===== config.mk =====
export PLATFORM = sky130hd
export DESIGN_NAME = counter_cmd_ctrl_flat
export DESIGN_NICKNAME = d
export VERILOG_FILES = /design/src/rtl/counter_cmd_ctrl_pkg.sv /design/src/rtl/counter_cmd_ctrl_if.sv /design/src/rtl/counter_cmd_ctrl_tick_gen.sv /design/src/rtl/counter_cmd_ctrl.sv /design/src/flat_wrapper.sv
export SDC_FILE = /design/constraint.sdc
export NUM_CORES = 1
export LEC_CHECK = 0
export ABC_AREA = 1
export CORE_AREA = 2 2 102 55
export DETAILED_ROUTE_END_ITERATION = 8
export DIE_AREA = 0 0 104 57
export PLACE_DENSITY = 0.66
export SLEW_MARGIN = 25
export SYNTH_ARGS = -nofsm -noshare
export SYNTH_HDL_FRONTEND = slang
export SYNTH_HIERARCHICAL = 1
export SYNTH_SLANG_ARGS = --single-unit

===== constraint.sdc =====
create_clock -name clk -period 2.3 [get_ports clk]
set_clock_uncertainty 0.15 [all_clocks]
set_input_delay 0.345 -clock clk [delete_from_list [all_inputs] [get_ports clk]]
set_output_delay 0.345 -clock clk [all_outputs]
set_load 0.05 [all_outputs]

===== src/rtl/counter_cmd_ctrl_pkg.sv =====
// Shared opcodes, FSM encodings and frame types for the counter command controller.
package counter_cmd_ctrl_pkg;

  localparam int unsigned CMD_DATA_W = 8;
  localparam int unsigned OP_W       = 2;

  localparam logic [OP_W-1:0] OP_LOAD = 2'b00;
  localparam logic [OP_W-1:0] OP_RUN  = 2'b01;
  localparam logic [OP_W-1:0] OP_STOP = 2'b10;
  localparam logic [OP_W-1:0] OP_OE   = 2'b11;

  localparam logic [1:0] ST_IDLE  = 2'd0;
  localparam logic [1:0] ST_SHIFT = 2'd1;
  localparam logic [1:0] ST_EXEC  = 2'd2;

endpackage


===== src/rtl/counter_cmd_ctrl_if.sv =====
// Serial command input and counter-control output bundle.
interface counter_cmd_ctrl_if #(
  parameter int unsigned DATA_W = 8
);
  logic              cs_n;
  logic              bit_vld;
  logic              ser_in;
  logic              ctr_load;
  logic [DATA_W-1:0] ctr_data;
  logic              ctr_en;
  logic              ctr_oe;
  logic              running;
  logic              busy;
  logic              frame_err;

  modport master (
    output cs_n, bit_vld, ser_in,
    input  ctr_load, ctr_data, ctr_en, ctr_oe, running, busy, frame_err
  );

  modport slave (
    input  cs_n, bit_vld, ser_in,
    output ctr_load, ctr_data, ctr_en, ctr_oe, running, busy, frame_err
  );
endinterface


===== src/rtl/counter_cmd_ctrl_tick_gen.sv =====
// Programmable prescaler: one registered tick every div+1 cycles while active.
module counter_cmd_ctrl_tick_gen #(
  parameter int unsigned DIV_W = 8
) (
  input  logic             clk,
  input  logic             rst_n,
  input  logic             start,
  input  logic             stop,
  input  logic [DIV_W-1:0] div,
  output logic             tick,
  output logic             active
);

  logic [DIV_W-1:0] div_q;
  logic [DIV_W-1:0] cnt;

  // start wins over stop; a restart suppresses any tick due in the same cycle
  always_ff @(posedge clk or negedge rst_n) begin
    if (!rst_n) begin
      div_q  <= '0;
      cnt    <= '0;
      tick   <= 1'b0;
      active <= 1'b0;
    end else if (start) begin
      div_q  <= div;
      cnt    <= '0;
      tick   <= 1'b0;
      active <= 1'b1;
    end else if (stop) begin
      cnt    <= '0;
      tick   <= 1'b0;
      active <= 1'b0;
    end else if (active) begin
      if (cnt == div_q) begin
        cnt  <= '0;
        tick <= 1'b1;
      end else begin
        cnt  <= cnt + DIV_W'(1);
        tick <= 1'b0;
      end
    end else begin
      tick <= 1'b0;
    end
  end

endmodule


===== src/rtl/counter_cmd_ctrl.sv =====
// Serial command front end for the programmable counter: frame capture, decode,
// output registers and prescaled count enable.
module counter_cmd_ctrl
  import counter_cmd_ctrl_pkg::*;
#(
  parameter int unsigned DATA_W = CMD_DATA_W
) (
  input logic               clk,
  input logic               rst_n,
  counter_cmd_ctrl_if.slave bus
);

  localparam int unsigned FRAME_W = DATA_W + OP_W;
  localparam int unsigned CNT_W   = $clog2(FRAME_W + 2);
  localparam logic [CNT_W-1:0] CNT_FULL = CNT_W'(FRAME_W);
  localparam logic [CNT_W-1:0] CNT_SAT  = CNT_W'(FRAME_W + 1);

  logic [1:0]         state, state_nxt;
  logic [FRAME_W-1:0] shreg;
  logic [CNT_W-1:0]   bit_cnt;

  logic               shift_c;
  logic               clear_c;
  logic               exec_ok_c;
  logic               exec_bad_c;
  logic               start_c;
  logic               stop_c;
  logic [OP_W-1:0]    op_c;
  logic [DATA_W-1:0]  payload_c;

  assign op_c      = shreg[FRAME_W-1 -: OP_W];
  assign payload_c = shreg[DATA_W-1:0];

  always_ff @(posedge clk or negedge rst_n) begin
    if (!rst_n) state <= ST_IDLE;
    else        state <= state_nxt;
  end

  // Next state and per-cycle control strobes; a frame is judged on the cs_n rise
  always_comb begin
    state_nxt  = state;
    shift_c    = 1'b0;
    clear_c    = 1'b0;
    exec_ok_c  = 1'b0;
    exec_bad_c = 1'b0;
    start_c    = 1'b0;
    stop_c     = 1'b0;
    case (state)
      ST_IDLE: begin
        if (!bus.cs_n) state_nxt = ST_SHIFT;
      end
      ST_SHIFT: begin
        if (bus.cs_n) begin
          state_nxt  = ST_EXEC;
          exec_ok_c  = (bit_cnt == CNT_FULL);
          exec_bad_c = (bit_cnt != CNT_FULL);
        end else begin
          shift_c = bus.bit_vld;
        end
      end
      ST_EXEC: begin
        state_nxt = ST_IDLE;
        clear_c   = 1'b1;
      end
      default: begin
        state_nxt = ST_IDLE;
        clear_c   = 1'b1;
      end
    endcase
    start_c = exec_ok_c && (op_c == OP_RUN);
    stop_c  = exec_ok_c && (op_c == OP_STOP);
  end

  // Frame capture; the count saturates so over-length frames stay detectable
  always_ff @(posedge clk or negedge rst_n) begin
    if (!rst_n) begin
      shreg   <= '0;
      bit_cnt <= '0;
    end else if (clear_c) begin
      shreg   <= '0;
      bit_cnt <= '0;
    end else if (shift_c) begin
      shreg <= {shreg[FRAME_W-2:0], bus.ser_in};
      if (bit_cnt != CNT_SAT) bit_cnt <= bit_cnt + CNT_W'(1);
    end
  end

  always_ff @(posedge clk or negedge rst_n) begin
    if (!rst_n) begin
      bus.ctr_load  <= 1'b0;
      bus.ctr_data  <= '0;
      bus.ctr_oe    <= 1'b0;
      bus.busy      <= 1'b0;
      bus.frame_err <= 1'b0;
    end else begin
      bus.ctr_load  <= 1'b0;
      bus.frame_err <= exec_bad_c;
      bus.busy      <= (state_nxt == ST_SHIFT);
      if (exec_ok_c) begin
        case (op_c)
          OP_LOAD: begin
            bus.ctr_data <= payload_c;
            bus.ctr_load <= 1'b1;
          end
          OP_OE:   bus.ctr_oe <= payload_c[0];
          default: ;
        endcase
      end
    end
  end

  counter_cmd_ctrl_tick_gen #(
    .DIV_W (DATA_W)
  ) u_tick_gen (
    .clk    (clk),
    .rst_n  (rst_n),
    .start  (start_c),
    .stop   (stop_c),
    .div    (payload_c),
    .tick   (bus.ctr_en),
    .active (bus.running)
  );

endmodule


===== src/flat_wrapper.sv =====
// flat-port wrapper written by rule: the top's interface ports become plain ports
module counter_cmd_ctrl_flat import counter_cmd_ctrl_pkg::*;
#(
  parameter int unsigned DATA_W = CMD_DATA_W
)
  (clk, rst_n, bus_cs_n, bus_bit_vld, bus_ser_in, bus_ctr_load, bus_ctr_data, bus_ctr_en, bus_ctr_oe, bus_running, bus_busy, bus_frame_err);
  counter_cmd_ctrl_if #(.DATA_W(DATA_W)) bus_i ();
  input logic clk;
  input logic rst_n;
  input wire logic [$bits(bus_i.cs_n)-1:0] bus_cs_n;
  input wire logic [$bits(bus_i.bit_vld)-1:0] bus_bit_vld;
  input wire logic [$bits(bus_i.ser_in)-1:0] bus_ser_in;
  output wire logic [$bits(bus_i.ctr_load)-1:0] bus_ctr_load;
  output wire logic [$bits(bus_i.ctr_data)-1:0] bus_ctr_data;
  output wire logic [$bits(bus_i.ctr_en)-1:0] bus_ctr_en;
  output wire logic [$bits(bus_i.ctr_oe)-1:0] bus_ctr_oe;
  output wire logic [$bits(bus_i.running)-1:0] bus_running;
  output wire logic [$bits(bus_i.busy)-1:0] bus_busy;
  output wire logic [$bits(bus_i.frame_err)-1:0] bus_frame_err;
  assign bus_i.cs_n = bus_cs_n;
  assign bus_i.bit_vld = bus_bit_vld;
  assign bus_i.ser_in = bus_ser_in;
  assign bus_ctr_load = bus_i.ctr_load;
  assign bus_ctr_data = bus_i.ctr_data;
  assign bus_ctr_en = bus_i.ctr_en;
  assign bus_ctr_oe = bus_i.ctr_oe;
  assign bus_running = bus_i.running;
  assign bus_busy = bus_i.busy;
  assign bus_frame_err = bus_i.frame_err;
  counter_cmd_ctrl #(.DATA_W(DATA_W)) u_core (.clk(clk), .rst_n(rst_n), .bus(bus_i));
endmodule

==> flow_metrics.tcl, run 1 <==
set metrics [dict create \
    start_util 0.424 \
    antenna_cells_inserted 0 \
    wl_met3_um 282 \
    finalNetCount 291 \
    clkPwrFrac 0.329 \
    crit_arrival_ns 2.15 \
    ctsResizeCount 0 \
    cts_hold_buf 0 \
    dp_slack_ns 0.103 \
    area_delta_synth_final_pct 18.2 \
    synth_top_cell_area_share 0.529 \
    met1_length_mm 2.58 \
    wl_per_cell_um 12.4 \
    rows 19 \
    layout-drive-gt1-share 0.116 \
    clk_path_buf_depth 2 \
    p_sw_uw 534 \
    wirelength_mm 4.43 \
    yosys.cell_types.count 31 \
    io_buffers 18 \
    grt-ovfl-total 0 \
    hold_viol_final 34 \
    grt_usage 0.166 \
    vias 1662 \
    drt-initial-drc-count 135 \
    worstPathRequired_ns 2.40 \
    p_int_uw 1310 \
    core_area_um2 5130 \
    setup_ws_ns 0.253 \
    ir_drop_mv 0.278 \
    drc 0 \
    avgViaCountPerCell 4.66 \
    p_leak_uw 0.00129 \
    post-route-min-period_ns 2.05 \
    layout_common_cells "nand2_1 (90), dfrtp_1 (46), nand3_1 (30)" \
    tns_ns 0 \
    chipWidth_um 104 \
    p_sw_frac 0.290 \
    drt_pass1_iterations 4 \
    max_freq_mhz 489 \
    utilization 0.501 \
    ys_seq_elements 46 \
    met2_length_mm 1.55 \
    antenna_found_initial 0 \
    synth-warning-count 6 \
    yosysSeqAreaShare 0.529 \
    netlist_instances 257 \
    grt_pass1_vias 1486 \
    status "finished, violations left" \
    maxSlewHeadroom 0.465 \
    ios 19 \
    post_cts_buffers 0 \
    drv_cap 0 \
    seqPwrFrac 0.524 \
    worst-path-max-fanout 16 \
    htreeDepth 2 \
    end_kind "flip-flop" \
    layout_commonest_cell "nand2_1" \
    violations "hold timing" \
    cts.sinks 46 \
    start_kind "flip-flop" \
    fin_hold_ws_ns -0.0356 \
    cts_tree "yes" \
    comb_power_share 0.147 \
    cts_buffers 5 \
    syn-num-nets 265 \
    worstReg2RegStart "u_core/bit_cnt[0]$_DFFE_PN0P_" \
    gp_congestion 0.836 \
    clkLatencyLatePin_ns 0.30 \
    p_per_area_nw_per_um2 716 \
    rsz0062_at_grt "no" \
    synth_largest_area_cell "dfrtp_1" \
    min_period_over_period 0.890 \
    chipHeight_um 57 \
    syn_area_um2 2180 \
    hold_path_class "in -> async" \
    synth.avg_cell_area_um2 8.47 \
    ctsRootBufferMaster "clkbuf_8" \
    worst_pin_slew_ns 0.802 \
    critPathKind "reg -> reg" \
    dp_hpwl_mm 3.28 \
    slew_viol_final 0 \
    routed.top_layer "met4" \
    clkTransAtPathRegs_ns 0.09 \
    setup_violations 0 \
    grt_pass1_wl_mm 7.53 \
    crit_start "u_core/bit_cnt[0]$_DFFE_PN0P_" \
    ant_nets 0 \
    dieArea_um2 5930 \
    netlist_top_cells_area "dfrtp_1 (53%), nand2_1 (16%), nand3_1 (6.9%)" \
    grt_max_degree 37 \
]
==> final timing paths <==
path	depth (start not counted)	slack, ns	to
setup / recovery	10	0.25	u_core/u_tick_gen/cnt[6]$_DFFE_PN0P_
hold / removal	1	-0.04	u_core/u_tick_gen/tick$_DFF_PN0_
setup reg to reg	10	0.25	u_core/u_tick_gen/cnt[6]$_DFFE_PN0P_
hold reg to reg	2	0.33	u_core/bus.ctr_data[1]$_DFFE_PN0P_
max in group asynchronous	2	1.42	u_core/bus.ctr_data[5]$_DFFE_PN0P_
min in group clk	2	0.33	u_core/bus.ctr_data[1]$_DFFE_PN0P_
==> worst max-delay path: stages, from the launching register on <==
cell and delay (ns):
dfrtp_1 0.41, inv_1 0.08, ha_1 0.22, nand3_1 0.16
nor4_2 0.05, buf_4 0.20, nor3b_4 0.39, inv_2 0.09
a21oi_2 0.11, nand3_1 0.08, nand2_1 0.06
==> cells in the mapped netlist, drive strengths merged <==
library cell / n
nand2: 94
dfrtp: 46
nand3: 32
inv: 25
o21ai: 16
nor2: 13
a21oi: 7
buf: 4
xnor2: 4
ha: 3
nand4: 2
or2: 2
a31oi: 1
clkbuf: 1
clkinv: 1
nor3: 1
nor3b: 1
nor4: 1
o21bai: 1
o31ai: 1
xor2: 1
==> per-stage QoR <==
stage | std cells | area [um2] | total power [uW]
after floorplan | 257 | 2180 | 1150
after global placement | 349 | 2460 | 1250
after detailed placement | 349 | 2460 | 1250
after CTS | 357 | 2570 | 1870
after global routing | 357 | 2570 | 1960
final | 357 | 2570 | 1840
==> power groups by stage <==
| stage | clock [uW] | sequential (uW) | combinational [uW] |
|---|---|---|---|
| CTS | 629 | 963 | 276 |
| floorplan | 0 | 1000 | 148 |
| detailed placement | 0 | 978 | 276 |
| finish | 606 | 964 | 271 |
| global placement | 0 | 978 | 270 |
| global route | 663 | 979 | 319 |
==> logic make-up (layout without fill, tap and decap cells) <==
kind of cell,count (synthesis),after routing,synth area share
simple gates,146,146,0.306
flops,46,46,0.529
buf+inv,31,58,0.0627
compound gates,26,26,0.0644
xor+xnor,5,5,0.0201
fa+ha+maj,3,3,0.0173
==> state kept, by name, indices dropped and copies added (netlist names) <==
signal and count:
u_core/u_tick_gen/tick 1, u_core/bit_cnt 4, u_core/bus.busy 1, u_core/bus.frame_err 1, u_core/u_tick_gen/active 1, u_core/shreg 10
u_core/bus.ctr_load 1, u_core/u_tick_gen/div_q 8, u_core/u_tick_gen/cnt 8, u_core/bus.ctr_data 8, u_core/state 2, u_core/bus.ctr_oe 1
==> area by class of cell <==
type | instances | area, um2
Tap cell | 73 | 91.3
Clock buffer | 5 | 68.8
Timing Repair Buffer | 24 | 220
Fill cell | 519 | 2560
Inverter | 26 | 100
Clock inverter | 3 | 45.0
Multi-Input combinational cell | 180 | 895
Sequential cell | 46 | 1150
==> layer usage <==
metal / up-vias / track usage
li1: 874 / -
met1: 742 / 0.280
met2: 44 / 0.193
met3: 2 / 0.0503
met4: 0 / 0.0463
met5: - / 0
(Power assumes the default switching activity.)
==> run 2, diff against run 1 <==
--- a/config.mk
+++ b/config.mk
@@ -9,7 +9,8 @@
 export CORE_AREA = 2 2 102 55
 export DETAILED_ROUTE_END_ITERATION = 8
 export DIE_AREA = 0 0 104 57
-export PLACE_DENSITY = 0.66
+export DONT_BUFFER_PORTS = 1
+export PLACE_DENSITY = 0.61
 export SLEW_MARGIN = 25
 export SYNTH_ARGS = -nofsm -noshare
 export SYNTH_HDL_FRONTEND = slang
==> run 2 against run 1 <==
The run now ends clean. Hold slack gained 0.11 ns. Critical path depth grew 1. Highest routed layer unchanged. Critical path type unchanged. Wire length down 0.32%. Critical endpoint unchanged. Register-to-register slack worse by 0.02 ns.
==> flow_metrics.tcl, run 2 (synthesis results as in run 1) <==
set metrics [dict create \
    status "completed" \
    vias 1645 \
    dp_slack_ns 0.271 \
    layout_commonest_cell "nand2_1" \
    cts_buffers 5 \
    htreeDepth 2 \
    dieArea_um2 5930 \
    top_register "u_core/shreg" \
    clkLatencyLatePin_ns 0.31 \
    clk_path_buf_depth 2 \
    comb_power_share 0.117 \
    tns_ns 0 \
    slew_viol_final 0 \
    setup_ws_ns 0.236 \
    rsz0062_at_grt "no" \
    start_util 0.424 \
    max_freq_mhz 485 \
    io_buffers 0 \
    met2_length_mm 1.61 \
    min_period_over_period 0.897 \
    hold_path_class "in -> reg" \
    core_area_um2 5130 \
    min_path_cells 2 \
    wl_met3_um 338 \
    rows 19 \
    clkPwrFrac 0.297 \
    ant_nets 0 \
    ir_drop_mv 0.327 \
    p_int_uw 1210 \
    seqPwrFrac 0.585 \
    fin_total_pwr_uw 1740 \
    worstPathRequired_ns 2.40 \
    antenna_found_initial 0 \
    finalNetCount 275 \
    post_cts_buffers 0 \
    grt_usage 0.168 \
    dp_hpwl_mm 3.20 \
    grt_max_degree 47 \
    chipHeight_um 57 \
    worst-path-max-fanout 8 \
    layout_common_cells "nand2_1 (90), dfrtp_1 (46), nand3_1 (30)" \
    wirelength_mm 4.42 \
    antenna_cells_inserted 0 \
    cts.sinks 46 \
    ctsRootBufferMaster "clkbuf_8" \
    gp_congestion 0.882 \
    chipWidth_um 104 \
    largest_reg_flops 10 \
    grt_pass1_wl_mm 7.55 \
    multi_input_area_um2 895 \
    drv_cap 0 \
    routed.top_layer "met4" \
    setup_violations 0 \
    worst_pin_slew_ns 0.503 \
    crit_arrival_ns 2.17 \
    reg2reg_depth 11 \
    post-route-min-period_ns 2.06 \
    cts_tree "yes" \
    p_sw_frac 0.306 \
    p_per_area_nw_per_um2 719 \
    p_sw_uw 532 \
    fin_area_um2 2420 \
    avgViaCountPerCell 4.82 \
    grt-ovfl-total 0 \
    fin_hold_ws_ns 0.0695 \
    grt_pass1_vias 1496 \
    ctsResizeCount 0 \
    maxSlewHeadroom 0.662 \
    met1_length_mm 2.43 \
    wl_per_cell_um 13.0 \
    clkTransAtPathRegs_ns 0.09 \
    ios 19 \
    area_delta_synth_final_pct 11.1 \
    p_leak_uw 0.00124 \
    drt_pass1_iterations 4 \
    drc 0 \
    fillers 502 \
    place_area_um2 2270 \
    hold_viol_final 0 \
    start_kind "flip-flop" \
    seq_area_um2 1150 \
    drt-initial-drc-count 114 \
    cts_hold_buf 3 \
    layout-drive-gt1-share 0.119 \
    critPathKind "reg -> reg" \
    end_kind "flip-flop" \
]
run 2: final cells by class:
class / count / share of cell area
clock inverter: 2 / 0.00518
multi-input combinational: 180 / 0.370
inverter: 26 / 0.0414
sequential: 46 / 0.476
timing repair buffer: 8 / 0.0352
tap: 73 / 0.0378
clock buffer: 6 / 0.0342
run 2: power groups by stage:
stage,registers [uW],logic (uW),clock network [uW]
6_report,1020,204,516
3_3_place_gp,1030,178,0
2_1_floorplan,1000,148,0
3_5_place_dp,1030,180,0
4_1_cts,1010,206,547
5_1_grt,1030,247,578
run 2: final timing paths:
| path | start | endpoint | slack, ns |
|---|---|---|---|
| max in group asynchronous | rst_n | u_core/shreg[8]$_DFFE_PN0P_ | 1.41 |
| worst max register to register | u_core/bit_cnt[0]$_DFFE_PN0P_ | u_core/u_tick_gen/cnt[6]$_DFFE_PN0P_ | 0.24 |
| worst min-delay path | bus_cs_n | u_core/state[1]$_DFF_PN0_ | 0.07 |
| worst max-delay path | u_core/bit_cnt[0]$_DFFE_PN0P_ | u_core/u_tick_gen/cnt[6]$_DFFE_PN0P_ | 0.24 |
| min in group asynchronous | rst_n | u_core/u_tick_gen/active$_DFFE_PN0P_ | 0.39 |
| worst min register to register | u_core/u_tick_gen/div_q[3]$_DFFE_PN0P_ | u_core/u_tick_gen/div_q[3]$_DFFE_PN0P_ | 0.35 |
run 2: per-layer routing:
layer  vias to the layer above  global-route usage
met5                         -                   0
met4                         0              0.0676
met3                         4              0.0537
met2                        48               0.200
met1                       754               0.270
li1                        839                   -
run 2: per-stage QoR:
stage               instances   util
finish                    341  0.471
global route              341  0.471
floorplan                 257      -
global placement          330  0.443
CTS                       341  0.471
detailed placement        330  0.443
run 2: worst max-delay path, cell delays in order, from the launching register on:
cell	delay [ns]
dfrtp_1	0.41
inv_1	0.08
ha_1	0.21
nand3_1	0.16
nor2_4	0.05
nand2_1	0.08
nor2_1	0.08
nor3b_4	0.41
inv_2	0.11
a21oi_2	0.11
nand3_1	0.09
nand2_1	0.06
